### config.mk
export PLATFORM = sky130hd
export DESIGN_NAME = movegen_sequencer
export DESIGN_NICKNAME = d
export VERILOG_FILES = /design/src/rtl/movegen_pkg.sv /design/src/rtl/movegen_lsb64.sv /design/src/rtl/movegen_sequencer.sv
export SDC_FILE = /design/constraint.sdc
export NUM_CORES = 1
export LEC_CHECK = 0
export BUFFER_PORTS_ARGS = -buffer_cell sky130_fd_sc_hd__buf_4
export CAP_MARGIN = 15
export CORE_ASPECT_RATIO = 1.5
export CORE_MARGIN = 2
export CORE_UTILIZATION = 40
export DETAILED_ROUTE_END_ITERATION = 10
export GPL_TIMING_DRIVEN = 0
export PLACE_DENSITY = 0.67
export SYNTH_ARGS = -nofsm -noshare
export SYNTH_HDL_FRONTEND = slang
export SYNTH_SLANG_ARGS = --single-unit
### constraint.sdc
create_clock -name clk -period 9.8 [get_ports clk]
set_input_delay 1.96 -clock clk [delete_from_list [all_inputs] [get_ports clk]]
set_output_delay 1.96 -clock clk [all_outputs]
set_load 0.1 [all_outputs]
### src/rtl/movegen_pkg.sv
// movegen_pkg: shared constants, sequencer state type and square-index helper
//   NSQ         number of board squares
//   SQ_W        square-index width
//   CNT_W       move-counter width
//   seq_state_t sequencer states
//   sq_idx()    (rank, file) -> linear square index, a1=0 .. h8=63
package movegen_pkg;
    localparam int NSQ = 64;
    localparam int SQ_W = 6;
    localparam int CNT_W = 8;

    typedef enum logic [2:0] {IDLE, ATTACK, EMIT, DRAIN, DONE} seq_state_t;

    function automatic logic [SQ_W-1:0] sq_idx(input int rank, input int file);
        return SQ_W'((rank - 1) * 8 + (file - 1));
    endfunction
endpackage

### src/rtl/movegen_lsb64.sv
// movegen_lsb64: combinational lowest-set-bit encoder over a 64-bit square vector
//   vec  in   NSQ   square flags
//   idx  out  SQ_W  index of the lowest set bit (0 when vec is empty)
//   any  out  1     vec has at least one bit set
module movegen_lsb64
    import movegen_pkg::*;
(
    input  logic [NSQ-1:0]  vec,
    output logic [SQ_W-1:0] idx,
    output logic            any
);
    // Descending scan so the lowest set bit is the last to write idx.
    always_comb begin
        idx = '0;
        for (int i = NSQ - 1; i >= 0; i--) idx = vec[i] ? SQ_W'(i) : idx;
    end

    assign any = |vec;
endmodule

### src/rtl/movegen_sequencer.sv
// movegen_sequencer: drives one move-generation pass and serialises target masks into (from, to) records
//   clk, rst_n        clock, asynchronous active-low reset
//   start, wtp_in     begin a pass (IDLE only), side to play sampled with start
//   wtp               latched side to play
//   load_attackers    one-cycle attacker-load strobe
//   emit_move         one-hot source-square strobe
//   target_square     target flags returned by the array for the strobed source
//   mv_valid/ready    record handshake, mv_from/mv_to carry the record
//   busy, done        pass in progress, end-of-pass pulse
//   mv_count          saturating count of records accepted this pass
module movegen_sequencer #(
    parameter int NSQ   = 64,
    parameter int SQ_W  = 6,
    parameter int CNT_W = 8
) (
    input  logic             clk,
    input  logic             rst_n,
    input  logic             start,
    input  logic             wtp_in,
    output logic             wtp,
    output logic             load_attackers,
    output logic [NSQ-1:0]   emit_move,
    input  logic [NSQ-1:0]   target_square,
    output logic             mv_valid,
    input  logic             mv_ready,
    output logic [SQ_W-1:0]  mv_from,
    output logic [SQ_W-1:0]  mv_to,
    output logic             busy,
    output logic             done,
    output logic [CNT_W-1:0] mv_count
);
    import movegen_pkg::*;

    seq_state_t      state;
    logic [SQ_W-1:0] src;
    logic [SQ_W-1:0] lsb_idx;
    logic [NSQ-1:0]  mask;
    logic [NSQ-1:0]  mask_next;
    logic [NSQ-1:0]  next_onehot;
    logic            lsb_any;
    logic            last_src;

    movegen_lsb64 u_lsb (
        .vec (mask),
        .idx (lsb_idx),
        .any (lsb_any)
    );

    // Clearing the lowest set bit is the same as dropping the record just accepted.
    assign mask_next   = mask & (mask - 1'b1);
    assign next_onehot = NSQ'(1) << (src + 1'b1);
    assign last_src    = src == SQ_W'(NSQ - 1);

    assign mv_valid = (state == DRAIN) & lsb_any;
    assign mv_from  = mv_valid ? src : '0;
    assign mv_to    = mv_valid ? lsb_idx : '0;

    always_ff @(posedge clk or negedge rst_n) begin
        if (!rst_n) begin
            state          <= IDLE;
            src            <= '0;
            mask           <= '0;
            wtp            <= 1'b0;
            mv_count       <= '0;
            load_attackers <= 1'b0;
            emit_move      <= '0;
            busy           <= 1'b0;
            done           <= 1'b0;
        end else begin
            load_attackers <= 1'b0;
            emit_move      <= '0;
            done           <= 1'b0;
            case (state)
                IDLE: if (start) begin
                    state          <= ATTACK;
                    wtp            <= wtp_in;
                    mv_count       <= '0;
                    src            <= '0;
                    load_attackers <= 1'b1;
                    busy           <= 1'b1;
                end
                ATTACK: begin
                    state     <= EMIT;
                    emit_move <= NSQ'(1);
                end
                EMIT: begin
                    mask <= target_square;
                    if (|target_square) begin
                        state <= DRAIN;
                    end else if (last_src) begin
                        state <= DONE;
                        done  <= 1'b1;
                    end else begin
                        src       <= src + 1'b1;
                        emit_move <= next_onehot;
                    end
                end
                DRAIN: if (mv_ready) begin
                    mask     <= mask_next;
                    mv_count <= (&mv_count) ? mv_count : mv_count + 1'b1;
                    // Final record of this source: move on with no idle cycle.
                    if (mask_next == '0 && last_src) begin
                        state <= DONE;
                        done  <= 1'b1;
                    end else if (mask_next == '0) begin
                        state     <= EMIT;
                        src       <= src + 1'b1;
                        emit_move <= next_onehot;
                    end
                end
                DONE: begin
                    state <= IDLE;
                    busy  <= 1'b0;
                end
                default: state <= IDLE;
            endcase
        end
    end
endmodule
# Word-level counts from Yosys, hierarchy flattened
# Index checks and enable logic that the tools add are counted.
# totals
ff_bits,149
elab_cells,146
# classes
bitwise,2
n_eq_ne,14
n_shift,1
reduce_logical,16
n_mux,101
add_sub_neg,3
# ops
operator,count
6-bit two-way mux,72
64-bit two-way mux,6
64-bit one-hot mux with 3 select lines,1
64-bit one-hot mux with 2 select lines,1
64-bit OR reduction,2
64-bit AND,1
64-bit zero test,1
"1-bit by 6-bit left shift with 64-bit output, first input constant",1
"64-bit by 1-bit subtractor with 64-bit output, second input constant",1
8-bit two-way mux,3
3-bit two-way mux,6
6-bit one-hot mux with 3 select lines,1
8-bit one-hot mux with 2 select lines,1
"2-bit inequality test, second input constant",6
3-bit one-hot mux with 4 select lines,1
"8-bit by 1-bit adder with 8-bit output, second input constant",1
4-bit AND reduction,2
8-bit AND reduction,1
1-bit two-way mux,7
7-bit AND reduction,1
"6-bit by 1-bit adder with 6-bit output, second input constant",1
"3-bit by 2-bit equality test with 1-bit output, second input constant",2
"6-bit equality test, second input constant",1
2-bit AND reduction,3
11 further kinds,14

# Longest topological paths before layout
# logic_depth
depth_word,65
ltp_mapped,12
depth_no_buf,9

# Hierarchy
# From an unflattened synthesis, not the netlist that was laid out.
# hier_totals
hier_cells,957
hier_area_um2,8489.4
# by_module_without_submodules
module,instances,cells_each,seq_area_each_um2,area_each_um2
movegen_sequencer,1,812,3728.6,7629.8
movegen_lsb64,1,145,0.0,859.6

# Worst setup path before layout
# No wires, ideal clock.
# synth_path
path_kind,reg-to-output
start,register mask[11]
end,output port mv_to[4]
required_ns,7.840
slack_ns,2.825
n_path_buf,4
arrival_ns,5.015
path_stages_with_launch,11
cell_sequence,dfrtp_1 clkbuf_1 nor4_1 and4_1 buf_4 buf_4 and4_1 a21oi_1 clkbuf_1 nand2_1 a311oi_1
# synth_lines
element,line,rtl
from (decl),movegen_sequencer.sv:37,logic [NSQ-1:0] mask;
from (signal assigned),movegen_sequencer.sv:87,mask <= target_square;
from (signal assigned),movegen_sequencer.sv:99,mask <= mask_next;
64-bit OR reduction,movegen_lsb64.sv:18,assign any = |vec;
1-bit AND,movegen_sequencer.sv:54,assign mv_valid = (state == DRAIN) & lsb_any;
via mv_valid,movegen_sequencer.sv:24,"output logic mv_valid,"
6-bit two-way mux,movegen_sequencer.sv:56,assign mv_to = mv_valid ? lsb_idx : '0;
to (decl),movegen_sequencer.sv:27,"output logic [SQ_W-1:0] mv_to,"
# The timed path passes the listed nets, and every way through them passes these cells.

# Worst setup path after layout
# layout_path
start,register mask[6]
end,output port mv_to[4]
# layout_between
elab_chain_cells,8
# layout_rtl
element,line,rtl
6-bit two-way mux (7 in series),movegen_lsb64.sv:15,for (int i = NSQ - 1; i >= 0; i--) idx = vec[i] ? SQ_W'(i) : idx;
6-bit two-way mux (*),movegen_sequencer.sv:56,
# Every way passes the cells marked *; elsewhere a longest branch is shown, timed or not.

==> results.json <==
{
  "antenna_cells": 0,
  "cts_root_buf": "clkbuf_16",
  "routed.top_layer": "met4",
  "post-place-ws_ns": 4.60,
  "reg2reg_slack_ns": 5.58,
  "maxSlewViolCount": 0,
  "synth_ff_type": "dfrtp_1",
  "cp_cell_sequence": "clkbuf_1 > nor4_2 > and4_1 > buf_4 > buf_4 > and4_1 > a21oi_1 > clkbuf_1 > nand2_1 > a311oi_1 > buf_4",
  "postCtsSetupBuffers": 0,
  "cts_buffer_depth": 2,
  "synth_nets": 1004,
  "cp.arrival_ns": 3.89,
  "syn_area_per_cell_um2": 8.75,
  "min_from": "wtp",
  "post-place-cells": 1347,
  "final_layout_size_suffix_gt1_frac": 0.208,
  "cts_resized": 0,
  "dieWidth_um": 120,
  "yosysWarnings": 0,
  "dr.pass1.iters": 7,
  "post-route-min-period_ns": 5.85,
  "maxCapViolCount": 0,
  "multi_input_area_mm2": 0.00408,
  "dpl.hpwl_um": 22200,
  "place.gp.congestion": 0.963,
  "wl_met2_um": 14700,
  "crit_fanout": 10,
  "path_clk_slew_ns": 0.07,
  "layout_setup_ws_ns": 3.95,
  "cp_common_cell": "buf_4",
  "crit_slowest_cell": "clkbuf_1",
  "area_delta_synth_final_pct": 26.2,
  "grt-ovfl-total": 0,
  "yosys.area.top_type_share": 0.459,
  "r2r-end": "emit_move[50]",
  "synth_edf_count": 0,
  "grt_usage": 0.281,
  "final-setup-viol-count": 0,
  "ys_seq_elements": 149,
  "hold_path_class": "flip-flop to flip-flop",
  "whs_endpoint": "wtp",
  "hold_viol": 0,
  "antenna_found_initial": 0,
  "nFillCells": 1950,
  "fmax_mhz": 171,
  "start_util": 0.409,
  "h-tree-depth": 4,
  "cpPeakStageDelay_ns": 0.48,
  "rsz0062_at_grt": "no",
  "tightest_slew_ns": 0.916,
  "core_mm2": 0.0199,
  "drcViolationCount": 0,
  "cp.buffers_inverters": 5,
  "cts_tree": "done",
  "reg2regPathDepth": 11,
  "r2r-start": "mask[1]",
  "clk_latency_ns": 0.45,
  "skew_ns": 0.0162,
  "layout_common_cells": "158 x buf_4, 149 x dfrtp_1, 118 x nor2_1",
  "crit_path_end_kind": "output port",
  "synth_top_area_cell": "dfrtp_1",
  "die_h_um": 179,
  "antenna_left": 0,
  "worst_ep_required_time_ns": 7.84,
  "path_delay_family": "buffers and inverters",
  "routed-wl-met3_um": 1820,
  "critPathKind": "flip-flop to output port",
  "start_kind": "flip-flop",
  "via_per_inst": 5.96,
  "whs_ns": 0.517,
  "grt_pass1_vias": 8040,
  "wl_met1_um": 11300,
  "synth_area_mm2": 0.00813,
  "drt_iter0_drc": 663,
  "finalNonFillerCells": 1378,
  "final_nets": 1181,
  "vias": 8211,
  "cts_hold_buf": 0,
  "avgRoutedWirePerCell_um": 21.7,
  "status": "complete, no violations",
  "setup_tns_ns": 0,
  "grt_first_pass_wirelength_um": 45800,
  "drt-total-wl_um": 29900,
  "rows": 63,
  "ys_seq_area_frac": 0.459,
  "whs_path_depth": 1,
  "ys_async_sr_fraction": 1.00,
  "portBuffers": 157,
  "synth_cell_types": 67,
  "layout_commonest_cell": "buf_4",
  "synthTopCellsByArea": "dfrtp_1 46%, nor2_1 5.4%, o21ai_0 5.2%, nand2_1 4.7%, nor4_1 3.9%",
  "regArea_mm2": 0.00373,
  "period_share": 0.597,
  "netlist_instances": 929,
  "slew_headroom": 0.384,
  "dieArea_mm2": 0.0215,
  "cts.sink_count": 149,
  "io_pins": 158,
  "grt_max_degree": 101,
  "numCtsBuffers": 17
}
-- worst max-delay path by stage --
stage                  start  endpoint  slack, ns  cells after the start
finish               mask[6]  mv_to[4]       3.95                     11
global route         mask[6]  mv_to[4]       3.91                     11
CTS                  mask[6]  mv_to[4]       4.11                     11
detailed placement   mask[6]  mv_to[4]       4.60                     11
global placement     mask[6]  mv_to[4]       4.57                     11
floorplan           mask[11]  mv_to[4]       2.82                     10
-- flip-flops by register name (all words and copies together) (netlist names) --
signal,flops
mask,64
busy,1
wtp,1
emit_move,64
load_attackers,1
mv_count,8
state,3
done,1
src,6
-- metal layers --
layer / vias up / GRT usage
li1: 3758 / -
met1: 3938 / 0.321
met2: 405 / 0.479
met3: 110 / 0.0483
met4: 0 / 0.188
met5: - / 0
-- worst reg2reg max path, delay by kind of cell, from the launching register on --
| kind | cells | cell delay, ns |
|---|---|---|
| and+or+nand+nor | 5 | 1.95 |
| DFF | 1 | 0.35 |
| buffers and inverters | 2 | 0.54 |
| AOI/OAI and AO/OA | 4 | 1.29 |
-- synthesized netlist by cell type (3+ instances only) --
cell type,n
a22oi_1,4
inv_1,23
buf_2,8
a22o_1,36
xor2_1,5
dfrtp_1,149
nor2_1,118
a21oi_1,47
mux2i_1,3
and2_1,17
and3_1,12
nand4_1,8
nand2b_1,6
o21ai_0,85
clkbuf_1,48
ha_1,6
nand3_1,24
or4_1,14
o21ai_1,4
nor4_1,51
o41ai_1,6
nor2b_1,6
o2111ai_1,4
nor3_1,28
a31oi_1,11
nand4_2,4
a211oi_1,10
xnor2_1,5
o2bb2ai_1,3
o211ai_1,4
nor4_2,6
nand2_1,101
o31ai_1,8
or3_1,8
o22ai_1,3
or2_2,8
o21bai_1,3
a21o_1,6
-- kinds of logic after synthesis --
logic type / after synthesis / synth area share
compound gates: 252 / 0.202
xor+xnor: 10 / 0.0108
fa+ha+maj: 7 / 0.0105
buf+inv: 81 / 0.0396
flops: 149 / 0.459
mux: 5 / 0.00646
simple gates: 425 / 0.272
-- metrics by stage --
stage               utilization  area [um^2]
floorplan                     -         8130
global placement          0.485         9630
detailed placement        0.487         9660
CTS                       0.517        10300
global route              0.517        10300
finish                    0.517        10300
-- area by class of cell --
type	instances	share of cell area
repair buffers	158	0.118
multi-input cells	699	0.397
flip-flops and latches	149	0.363
clock buffers	19	0.0441
plain buffers	58	0.0229
inverters	23	0.00841
well taps	260	0.0317
clock inverters	12	0.0141
Power is left out: the tool's default activity adds up to more than one toggle a clock period on the data nets, which glitch-free logic cannot reach.
